[src/rtl/uart_rx_pkg.sv]
// Shared UART definitions used by the receive path (and by the TX parity block).
//   rx_state_e     : receiver FSM state encoding
//   PAR_EVEN/ODD   : PAR_TYP encoding, identical on TX and RX
//   PRESCALE_*     : legal oversampling ratios for the PRESCALE input
package uart_rx_pkg;

    typedef enum logic [2:0] {
        StIdle,
        StStart,
        StData,
        StParity,
        StStop
    } rx_state_e;

    localparam logic PAR_EVEN = 1'b0;
    localparam logic PAR_ODD  = 1'b1;

    localparam int unsigned PRESCALE_8  = 8;
    localparam int unsigned PRESCALE_16 = 16;
    localparam int unsigned PRESCALE_32 = 32;

endpackage

[src/rtl/uart_rx_sampler.sv]
// Per-bit oversampling counter and 3-sample majority vote.
//   clk_i         : oversampling clock
//   rst_ni        : synchronous active-low reset
//   rx_i          : serial line
//   en_i          : count while a frame is (or is becoming) active; holds edge_cnt at 0 otherwise
//   prescale_i    : CLK cycles per bit
//   sampled_bit_o : 2-of-3 majority of the mid-bit samples, valid from edge_cnt = PRESCALE/2+2
//   bit_end_o     : high in the last CLK of a bit (edge_cnt = PRESCALE-1)
module uart_rx_sampler #(
    parameter int unsigned PRESC_WIDTH = 6
) (
    input  logic                   clk_i,
    input  logic                   rst_ni,
    input  logic                   rx_i,
    input  logic                   en_i,
    input  logic [PRESC_WIDTH-1:0] prescale_i,
    output logic                   sampled_bit_o,
    output logic                   bit_end_o
);

    logic [PRESC_WIDTH-1:0] edge_cnt_q, edge_cnt_d;
    logic [PRESC_WIDTH-1:0] half;
    logic [2:0]             samples_q, samples_d;
    logic                   last_edge;

    always_comb begin
        half       = prescale_i >> 1;
        last_edge  = (edge_cnt_q == prescale_i - PRESC_WIDTH'(1));
        edge_cnt_d = '0;
        samples_d  = samples_q;
        if (en_i) begin
            edge_cnt_d = last_edge ? '0 : edge_cnt_q + PRESC_WIDTH'(1);
            if (edge_cnt_q == half - PRESC_WIDTH'(1)) samples_d[0] = rx_i;
            if (edge_cnt_q == half)                   samples_d[1] = rx_i;
            if (edge_cnt_q == half + PRESC_WIDTH'(1)) samples_d[2] = rx_i;
        end
    end

    always_ff @(posedge clk_i) begin
        if (!rst_ni) begin
            edge_cnt_q <= '0;
            samples_q  <= 3'b111;
        end else begin
            edge_cnt_q <= edge_cnt_d;
            samples_q  <= samples_d;
        end
    end

    assign sampled_bit_o = (samples_q[0] & samples_q[1]) |
                           (samples_q[0] & samples_q[2]) |
                           (samples_q[1] & samples_q[2]);
    assign bit_end_o     = en_i & last_edge;

endmodule

[src/rtl/uart_rx.sv]
// UART receiver: start, DATA_WIDTH data bits LSB-first, optional parity, stop.
//   CLK        : oversampling clock
//   RST        : synchronous active-low reset
//   RX_IN      : serial line, idle high, already synchronized
//   PAR_EN     : parity bit present
//   PAR_TYP    : 0 even, 1 odd
//   PRESCALE   : CLK cycles per bit (8, 16 or 32)
//   P_DATA     : last error-free byte
//   DATA_VALID : one-cycle pulse, P_DATA just updated
//   PAR_ERR    : one-cycle pulse, parity mismatch
//   STP_ERR    : one-cycle pulse, stop bit sampled 0
module uart_rx
    import uart_rx_pkg::*;
#(
    parameter int unsigned DATA_WIDTH  = 8,
    parameter int unsigned PRESC_WIDTH = 6
) (
    input  logic                   CLK,
    input  logic                   RST,
    input  logic                   RX_IN,
    input  logic                   PAR_EN,
    input  logic                   PAR_TYP,
    input  logic [PRESC_WIDTH-1:0] PRESCALE,
    output logic [DATA_WIDTH-1:0]  P_DATA,
    output logic                   DATA_VALID,
    output logic                   PAR_ERR,
    output logic                   STP_ERR
);

    localparam int unsigned CntW = (DATA_WIDTH > 1) ? $clog2(DATA_WIDTH) : 1;

    rx_state_e              state_q, state_d;
    logic [CntW-1:0]        bit_cnt_q, bit_cnt_d;
    logic [DATA_WIDTH-1:0]  shift_q, shift_d;
    logic [DATA_WIDTH-1:0]  p_data_q, p_data_d;
    logic                   par_bad_q, par_bad_d;
    logic                   par_en_q, par_en_d;
    logic                   par_typ_q, par_typ_d;
    logic [PRESC_WIDTH-1:0] prescale_q, prescale_d;
    logic                   data_valid_q, data_valid_d;
    logic                   par_err_q, par_err_d;
    logic                   stp_err_q, stp_err_d;

    logic                   sampled_bit;
    logic                   bit_end;
    logic                   smp_en;
    logic [PRESC_WIDTH-1:0] smp_prescale;

    // The start-detect cycle already counts as edge_cnt = 0, so the sampler runs on the
    // live PRESCALE in that one cycle and on the latched copy for the rest of the frame.
    assign smp_en       = (state_q != StIdle) || !RX_IN;
    assign smp_prescale = (state_q == StIdle) ? PRESCALE : prescale_q;

    uart_rx_sampler #(
        .PRESC_WIDTH (PRESC_WIDTH)
    ) u_sampler (
        .clk_i         (CLK),
        .rst_ni        (RST),
        .rx_i          (RX_IN),
        .en_i          (smp_en),
        .prescale_i    (smp_prescale),
        .sampled_bit_o (sampled_bit),
        .bit_end_o     (bit_end)
    );

    always_comb begin
        state_d      = state_q;
        bit_cnt_d    = bit_cnt_q;
        shift_d      = shift_q;
        p_data_d     = p_data_q;
        par_bad_d    = par_bad_q;
        par_en_d     = par_en_q;
        par_typ_d    = par_typ_q;
        prescale_d   = prescale_q;
        data_valid_d = 1'b0;
        par_err_d    = 1'b0;
        stp_err_d    = 1'b0;

        unique case (state_q)
            StIdle: begin
                if (!RX_IN) begin
                    state_d    = StStart;
                    par_en_d   = PAR_EN;
                    par_typ_d  = PAR_TYP;
                    prescale_d = PRESCALE;
                    bit_cnt_d  = '0;
                    par_bad_d  = 1'b0;
                end
            end
            StStart: begin
                // A start that reads back high at mid-bit was a glitch.
                if (bit_end) state_d = sampled_bit ? StIdle : StData;
            end
            StData: begin
                if (bit_end) begin
                    shift_d[bit_cnt_q] = sampled_bit;
                    if (bit_cnt_q == CntW'(DATA_WIDTH - 1)) begin
                        bit_cnt_d = '0;
                        state_d   = par_en_q ? StParity : StStop;
                    end else begin
                        bit_cnt_d = bit_cnt_q + CntW'(1);
                    end
                end
            end
            StParity: begin
                if (bit_end) begin
                    par_bad_d = sampled_bit != ((^shift_q) ^ (par_typ_q == PAR_ODD));
                    state_d   = StStop;
                end
            end
            StStop: begin
                if (bit_end) begin
                    state_d = StIdle;
                    if (sampled_bit && !par_bad_q) begin
                        p_data_d     = shift_q;
                        data_valid_d = 1'b1;
                    end else begin
                        stp_err_d = !sampled_bit;
                        par_err_d = par_bad_q;
                    end
                end
            end
            default: state_d = StIdle;
        endcase
    end

    always_ff @(posedge CLK) begin
        if (!RST) begin
            state_q      <= StIdle;
            bit_cnt_q    <= '0;
            shift_q      <= '0;
            p_data_q     <= '0;
            par_bad_q    <= 1'b0;
            par_en_q     <= 1'b0;
            par_typ_q    <= 1'b0;
            prescale_q   <= '0;
            data_valid_q <= 1'b0;
            par_err_q    <= 1'b0;
            stp_err_q    <= 1'b0;
        end else begin
            state_q      <= state_d;
            bit_cnt_q    <= bit_cnt_d;
            shift_q      <= shift_d;
            p_data_q     <= p_data_d;
            par_bad_q    <= par_bad_d;
            par_en_q     <= par_en_d;
            par_typ_q    <= par_typ_d;
            prescale_q   <= prescale_d;
            data_valid_q <= data_valid_d;
            par_err_q    <= par_err_d;
            stp_err_q    <= stp_err_d;
        end
    end

    assign P_DATA     = p_data_q;
    assign DATA_VALID = data_valid_q;
    assign PAR_ERR    = par_err_q;
    assign STP_ERR    = stp_err_q;

endmodule

[config.mk]
export PLATFORM = sky130hd
export DESIGN_NAME = uart_rx
export DESIGN_NICKNAME = d
export VERILOG_FILES = /design/src/rtl/uart_rx_pkg.sv /design/src/rtl/uart_rx_sampler.sv /design/src/rtl/uart_rx.sv
export SDC_FILE = /design/constraint.sdc
export NUM_CORES = 1
export LEC_CHECK = 0
export BUFFER_PORTS_ARGS = -buffer_cell sky130_fd_sc_hd__buf_4
export CELL_PAD_IN_SITES_DETAIL_PLACEMENT = 1
export CELL_PAD_IN_SITES_GLOBAL_PLACEMENT = 1
export CORE_UTILIZATION = 45
export DETAILED_ROUTE_END_ITERATION = 10
export PLACE_DENSITY = 0.77
export SYNTH_ARGS = -nofsm -noshare
export SYNTH_HDL_FRONTEND = slang
export SYNTH_SLANG_ARGS = --single-unit
[constraint.sdc]
create_clock -name CLK -period 4.9 [get_ports CLK]
set_clock_uncertainty 0.1 [all_clocks]
set_input_delay 0.735 -clock CLK [delete_from_list [all_inputs] [get_ports CLK]]
set_output_delay 0.735 -clock CLK [all_outputs]
set_load 0.1 [all_outputs]
# Yosys cells after proc, flatten, opt, wreduce, memory -nomap -nowiden
# Index checks and enable logic that the tools add are counted.
# word_totals
register_bits,43
inputBits,11
out_inout_bits,11
wordCells,94
# op_classes
reduce_logical,23
mux,21
n_eq_ne,16
magnitude_cmp,2
add_sub_neg,5
bitwise_logic,12
# op_table
operator,n
$mux 3,10
$eq 6x6->1,3
$pmux 3 s5,1
$ne 2x2->1 const B,6
$reduce_and 3->1,4
$reduce_and 2->1,5
$bwmux 8,1
$reduce_xor 8->1,1
$add 5x1->6 const B,1
$add 6x1->6 const B,1
$eq 3x2->1 const B,2
$eq 3x3->1 const B,2
$eq 6x5->1,1
$mux 6,1
$pmux 3 s2,1
$reduce_and 6->1,1
$sub 5x1->6 const B,1
$sub 6x1->6 const B,1
$not 1->1,5
$and 1x1->1,4
$lt 3x4->1 const B,1
$mux 1,4
$reduce_bool 2->1,2
$reduce_or 4->1,1
other kinds (15),19

# Depth between registers and ports, before layout
# Gate-level depths: netlist (run 1).
# depth
depth_word,7
mapped_depth,13
mapped_depth_nobuf,10

# Cells and area by module
# Synthesis (run 1) repeated with hierarchy kept, for this count alone.
# unflattened
hier_cells,284
hier_area_um2,2521.2
# modules_own_cells
module,seq_area_each_um2,area_each_um2,cells_each,instances
uart_rx,680.7,1676.6,182,1
uart_rx_sampler,180.2,844.6,102,1

# Worst setup path after synthesis (run 1)
# Ideal clock, no wire load.
# synth_timing
kind,flip-flop to flip-flop
from,register state_q[0]
to,"register p_data_q[0], in the netlist P_DATA[0]"
setup_time_ps,72
setup_slack_ps,1467
path_buffers,2
period_less_slack_ps,3433
path_stages_with_launch,13
required_time_ps,4728
t_arrival_ps,3262
path_cell_list,dfxtp_1 > buf_6 > nor3_4 > buf_6 > mux2i_1 > ha_1 > nor3b_1 > mux2i_1 > o221ai_2 > xnor2_2 > nand4_4 > nor4_4 > mux2i_1
# synth_between
elab_chain_cells,6
elab_cells_between_ends,9
classes_between,add/sub (1); eq/ne (2); mux (1); bitwise (1); reduce/logical (4)
# synth_rtl
element,line_no,source
from (decl),uart_rx.sv:32,"rx_state_e state_q, state_d;"
from (signal assigned),uart_rx.sv:129,state_q <= StIdle;
from (signal assigned),uart_rx.sv:141,state_q <= state_d;
$logic_not 3->1,uart_rx.sv:52,assign smp_prescale = (state_q == StIdle) ? PRESCALE : prescale_q;
$mux 6,uart_rx.sv:52,
$sub 6x1->6,uart_rx_sampler.sv:28,last_edge = (edge_cnt_q == prescale_i - PRESC_WIDTH'(1));
$eq 6x6->1,uart_rx_sampler.sv:28,
$and 1x1->1,uart_rx_sampler.sv:52,assign bit_end_o = en_i & last_edge;
$reduce_and 3->1 (no line) (*),n/a,
to (signal assigned),uart_rx.sv:144,p_data_q <= p_data_d;
to (decl),uart_rx.sv:35,"logic [DATA_WIDTH-1:0] p_data_q, p_data_d;"
# Mark *: on every way between the ends. The rest lies on a longest branch, timed or not.
# A chain may end at the register's enable or synchronous reset.

# Worst setup path after layout (run 1)
# layout_timing
from,register state_q[2]
to,"register p_data_q[3], in the netlist P_DATA[3]"
# Same word-level chain as after synthesis.

==> results_dict.tcl, run 1 <==
set metrics [dict create \
    cts_buffer_depth 2 \
    final_common_cell "nand2_1" \
    synth_top_family_by_area "simple AND/OR/NAND/NOR gates" \
    grt_max_degree 45 \
    wl_per_cell_um 15.5 \
    yosys-top-cells-area "dfxtp_1 (33%), mux2i_1 (12%), xnor2_1 (7.4%)" \
    r2r-start "state_q[2]$_SDFFE_PN0P_" \
    report.final.slew_viol_count 0 \
    finalSetupTns_ps 0 \
    vias 2065 \
    synth_top_cell_by_area "dfxtp_1" \
    yosysWarnings 0 \
    period_share 0.815 \
    required_ps 5030 \
    synth_flop_cell "dfxtp_1" \
    rows 27 \
    synth_seq_cells 43 \
    period_minus_slack_ps 3990 \
    layout_common_cells "nand2_1 (48), dfxtp_1 (43), mux2i_1 (30)" \
    yosysTopAreaCellShare 0.331 \
    grt_antenna_before_repair 0 \
    setup_viol 0 \
    fp.dieW_um 78.1 \
    diodes 0 \
    hold_path_class "reg -> reg" \
    synth.area.mux_share 0.134 \
    clock_sinks 43 \
    critical_path_buf_inv_count 0 \
    tightest_slew_ps 760 \
    synth-edff-count 0 \
    core_um2 5540 \
    slew_headroom 0.489 \
    clkLatencyLatePin_ps 300 \
    boundaryPins 22 \
    critical-path-top-delay-family "simple AND/OR/NAND/NOR gates" \
    drive_gt1_frac 0.131 \
    grt_pass1_vias 2058 \
    cts_root_buf "clkbuf_8" \
    cp_common_cell "mux2i_1" \
    finalHoldViolations 0 \
    cp-end-kind "flip-flop" \
    grt_usage 0.211 \
    layout.nets 329 \
    syn2layout_area_growth_pct 9.62 \
    cts_hold_buf 0 \
    fill_cells 685 \
    fin_ws_ps 905 \
    powerDensity_nw_per_um2 277 \
    maxCapViolCount 0 \
    firstDrtPassIters 4 \
    synth-adder-area-share 0.0288 \
    synth_xor_xnor_area_share 0.120 \
    synth-simple-area-share 0.244 \
    die-area_um2 6090 \
    crit_arrival_ps 4120 \
    grt_pass1_wl_um 9990 \
    cts_resized 0 \
    maxClockFrequency_mhz 250 \
    leakage_uw 0.00104 \
    postSynthAreaPerCell_um2 8.67 \
    hold_start "P_DATA[4]$_SDFFE_PN0P_" \
    critPathKind "reg -> reg" \
    ant_nets 0 \
    worst_setup_path_start_kind "flip-flop" \
    start_util 0.470 \
    synth-seq-area-share 0.331 \
    clk_pin_slew_worst_paths_ps 90 \
    post-cts-setup-buffers 0 \
    dp_slack_ps 869 \
    dpl.hpwl_um 4460 \
    critical-path-max-stage-delay_ps 780 \
    startpoint "state_q[2]$_SDFFE_PN0P_" \
    drc 0 \
    postSynth.asyncResetShare 0 \
    synth_cell_types 47 \
    synthesis.nets 317 \
    place.gp.congestion 0.837 \
    status "finished, final reports clean" \
    critPathSlowestCell "nor4_4" \
    crit_cells 10 \
    cts_tree "done" \
    port_buffers 21 \
    synthesis.area_um2 2600 \
    rsz0062_at_grt "false" \
    first_iter_violations 98 \
    ir_worst_vdd_mv 0.186 \
    cts_buffers 5 \
    die_h_um 78.1 \
    netlist_instances 300 \
    cp_cell_sequence "nor3_4 > mux2i_1 > ha_1 > nor3b_1 > mux2i_1 > o221ai_2 > xnor2_2 > nand4_4 > nor4_4 > mux2i_1" \
    whs_path_depth 2 \
    routed_via_density 5.36 \
    place_area_um2 2770 \
    r2r_cells 10 \
    power_uw 790 \
    htreeDepth 2 \
    fin_area_um2 2850 \
    wl_um 5990 \
    grt_overflow 0 \
    cp_max_fo 19 \
    synth_compound_area_frac 0.0923 \
]
==> flip-flops by register name, summed over array words and instances, names as in the netlist <==
| signal | count |
|---|---|
| prescale_q | 6 |
| STP_ERR | 1 |
| par_en_q | 1 |
| bit_cnt_q | 3 |
| par_typ_q | 1 |
| par_bad_q | 1 |
| u_sampler.edge_cnt_q | 6 |
| P_DATA | 8 |
| DATA_VALID | 1 |
| u_sampler.samples_q | 3 |
| state_q | 3 |
| shift_q | 8 |
| PAR_ERR | 1 |
==> cells by family after synthesis <==
logic type                 Yosys count
DFF                                 43
adders and majority gates            6
and+or+nand+nor                    122
AOI/OAI and AO/OA                   34
xor gates and xnor gates            34
buffers and inverters               28
muxes                               33
==> per-layer routing <==
metal  global-route usage  vias up  wire (µm)
li1                     -     1051          -
met1                0.294      987       3090
met2                0.327       20       2690
met3               0.0419        7        136
met4               0.0611        0         65
met5                    0        -          0
==> synth_stat cells (4+ instances only) <==
library cell and n:
a21boi_0 8, clkbuf_1 10, dfxtp_1 43, ha_1 6
inv_1 11, mux2i_1 30, nand2_1 48, nand3_1 10
nand4_1 4, nor2_1 20, nor2b_1 4, nor3_1 7
nor4_1 9, o211ai_1 4, o21ai_0 9, xnor2_1 22
xor2_1 10
==> metrics by stage <==
stage           util  hold WS, ps  std cells
2_1_floorplan      -          343        300
3_3_place_gp   0.500          343        377
3_5_place_dp   0.500          357        377
4_1_cts        0.515          369        385
5_1_grt        0.515          390        385
6_report       0.515          364        385
==> where the power goes <==
group	internal [µW]	switching, µW
clock network	99.8	130
registers	359	15.2
logic	78.0	108
total	536	254
==> worst register-to-register path: stages (launching register included) <==
cell      delay, ps
dfxtp_1         440
nor3_4          350
mux2i_1         460
ha_1            310
nor3b_1         300
mux2i_1         190
o221ai_2        240
xnor2_2         160
nand4_4         300
nor4_4          780
mux2i_1         290
==> final timing paths <==
path                                  to  slack [ps]
setup / recovery  P_DATA[3]$_SDFFE_PN0P_         910
hold / removal    P_DATA[4]$_SDFFE_PN0P_         360
setup reg to reg  P_DATA[3]$_SDFFE_PN0P_         910
hold reg to reg   P_DATA[4]$_SDFFE_PN0P_         360
==> final cells by class <==
cell class / instances / area (µm²) / share of cell area
Multi-Input combinational cell: 229 / 1610 / 0.564
Sequential cell: 43 / 861 / 0.302
Timing Repair Buffer: 22 / 165 / 0.0579
Tap cell: 72 / 90.1 / 0.0316
Clock buffer: 6 / 72.6 / 0.0254
Inverter: 11 / 41.3 / 0.0145
Clock inverter: 2 / 12.5 / 0.00439
No activity file was read; power rests on OpenSTA's default activity.
==> run 2: changes to the inputs <==
Settings changed: ABC_AREA set to 1, CORE_UTILIZATION 45 to 43, PLACE_DENSITY 0.77 to 0.78.
Clock period 4.9 ns to 4.05 ns, I/O delays scaled along.
==> results_dict.tcl, run 2 <==
set metrics [dict create \
    fp.dieW_um 79.5 \
    period_minus_slack_ps 2800 \
    leakage_uw 0.00136 \
    maxCapViolCount 0 \
    critPathSlowestCell "dfxtp_1" \
    syn2layout_area_growth_pct 12.8 \
    synth-seq-area-share 0.334 \
    cts_buffers 5 \
    cts_buffer_depth 2 \
    utilization 0.516 \
    grt_usage 0.226 \
    cts_tree "done" \
    finalSetupTns_ps 0 \
    netlist_instances 377 \
    clk_pin_slew_worst_paths_ps 90 \
    ant_nets 0 \
    status "finished, final reports clean" \
    ir_worst_vdd_mv 0.286 \
    critical-path-max-stage-delay_ps 510 \
    grt_overflow 0 \
    synthesis.nets 394 \
    cp_max_fo 10 \
    first_iter_violations 107 \
    firstDrtPassIters 4 \
    maxClockFrequency_mhz 358 \
    cts_hold_buf 0 \
    cp-end-kind "flip-flop" \
    diodes 0 \
    hold_path_class "reg -> reg" \
    core_um2 5640 \
    wl_um 6370 \
    synth_most_common_cell "nand2_1" \
    clkLatencyLatePin_ps 300 \
    cp_common_cell "nand2_1" \
    cp_cell_sequence "nor2_8 > nand2_8 > nand2_1 > nand2_1 > inv_1 > ha_1 > xnor2_1 > inv_1 > nand2_1 > nand2_1 > nor2_1 > nand2_1 > nor2_4 > nand2_4 > nor2_2 > nand2_1 > clkinv_1 > nand3_1 > nand2_1 > nor2_1" \
    cts_resized 0 \
    post-cts-setup-buffers 0 \
    setup_viol 0 \
    final_common_cell "nand2_1" \
    routed_via_density 5.01 \
    start_util 0.457 \
    synthesis.area_um2 2580 \
    grt_pass1_vias 2358 \
    synth_common_cells "nand2_1 (76), nor2_1 (61), inv_1 (44)" \
    synth_seq_cells 43 \
    crit_arrival_ps 2900 \
    grt_max_degree 31 \
    rsz0062_at_grt "false" \
    port_buffers 21 \
    rows 27 \
    postSynth.asyncResetShare 0 \
    synth_cell_types 36 \
    worst_setup_path_start_kind "flip-flop" \
    yosys-top-cells-area "dfxtp_1 (33%), nand2_1 (11%), nor2_1 (8.9%)" \
    synth-edff-count 0 \
    tightest_slew_ps 644 \
    dpl.hpwl_um 4910 \
    cts_root_buf "clkbuf_8" \
    synth_flop_cell "dfxtp_1" \
    vias 2363 \
    slew_headroom 0.570 \
    powerDensity_nw_per_um2 675 \
    die_h_um 79.5 \
    yosysWarnings 0 \
    layout_common_cells "nand2_1 (76), nor2_1 (61), inv_1 (44)" \
    period_share 0.691 \
    dp_slack_ps 1240 \
    fin_ws_ps 1250 \
    boundaryPins 22 \
    grt_pass1_wl_um 11000 \
    postSynthAreaPerCell_um2 6.84 \
    drc 0 \
    finalHoldViolations 0 \
    place.gp.congestion 0.831 \
    yosysTopAreaCellShare 0.334 \
    drive_gt1_frac 0.140 \
    htreeDepth 2 \
    grt_antenna_before_repair 0 \
    die-area_um2 6310 \
    required_ps 4150 \
    layout.nets 416 \
    wl_per_cell_um 13.5 \
    clock_sinks 43 \
    critPathKind "reg -> reg" \
    report.final.slew_viol_count 0 \
    synth_top_cell_by_area "dfxtp_1" \
    fill_cells 762 \
]
==> run 2: cell types whose count changed after synthesis, sizes merged, moves of 9 or more <==
cell and delta:
xnor2 -15, nor4 -10, nand3 +18, nand2 +39, o21ai +9, inv +37, nor2 +46, mux2i -32
a21oi +15
==> run 2: cells by family (layout without fill, tap and decap cells) <==
family                   Yosys count  after routing  share of synthesized area
buffers and inverters             57             80                     0.0873
adder cells (fa/ha/maj)            6              6                     0.0291
AO/OA/AOI/OAI                     44             44                     0.0946
flip-flops                        43             43                      0.334
XOR/XNOR                          23             23                     0.0781
AND/OR/NAND/NOR                  204            204                      0.377
==> run 2: layer usage <==
metal | track usage | vias to the layer above | share of wire
met4 | 0.0818 | 0 | 0.016
met2 | 0.369 | 26 | 0.45
met3 | 0.0377 | 9 | 0.022
met1 | 0.295 | 1093 | 0.51
met5 | 0 | - | 0
li1 | - | 1235 | -
==> run 2: cell type report <==
| class | instances | area, µm² | share of cell area |
|---|---|---|---|
| timing repair buffer | 21 | 158 | 0.0542 |
| inverter | 51 | 194 | 0.0667 |
| clock buffer | 5 | 68.8 | 0.0237 |
| tap | 72 | 90.1 | 0.0310 |
| multi-input combinational | 277 | 1490 | 0.514 |
| sequential | 43 | 861 | 0.296 |
| clock inverter | 3 | 43.8 | 0.0151 |
==> run 2: final timing paths <==
check | end | slack [ps] | from | cells after the start
hold / removal | prescale_q[5]$_SDFFE_PN0P_ | 370 | prescale_q[5]$_SDFFE_PN0P_ | 2
setup / recovery | shift_q[7]$_SDFFE_PN0P_ | 1250 | state_q[2]$_SDFFE_PN0P_ | 20
hold reg to reg | prescale_q[5]$_SDFFE_PN0P_ | 370 | prescale_q[5]$_SDFFE_PN0P_ | 2
setup reg to reg | shift_q[7]$_SDFFE_PN0P_ | 1250 | state_q[2]$_SDFFE_PN0P_ | 20
==> run 2: critical path, delay by kind of cell (launching register included) <==
kind | cells | cell delay, ps
AND/OR/NAND/NOR | 15 | 1440
flip-flops | 1 | 510
adder cells (fa/ha/maj) | 1 | 220
buffers and inverters | 3 | 210
XOR/XNOR | 1 | 190
==> run 2: metrics by stage <==
| stage | hold WS [ps] | cell area, µm² | std cells | power, µW |
|---|---|---|---|---|
| global placement | 352 | 2800 | 464 | 1600 |
| CTS | 374 | 2910 | 472 | 1990 |
| global route | 391 | 2910 | 472 | 2140 |
| floorplan | 340 | 2580 | 377 | 1400 |
| detailed placement | 360 | 2800 | 464 | 1630 |
| finish | 368 | 2910 | 472 | 1960 |
==> run 2: power by group <==
| part | switching (µW) | internal (µW) | total, µW |
|---|---|---|---|
| logic | 698 | 357 | 1050 |
| registers | 69.5 | 491 | 561 |
| clock network | 165 | 184 | 349 |
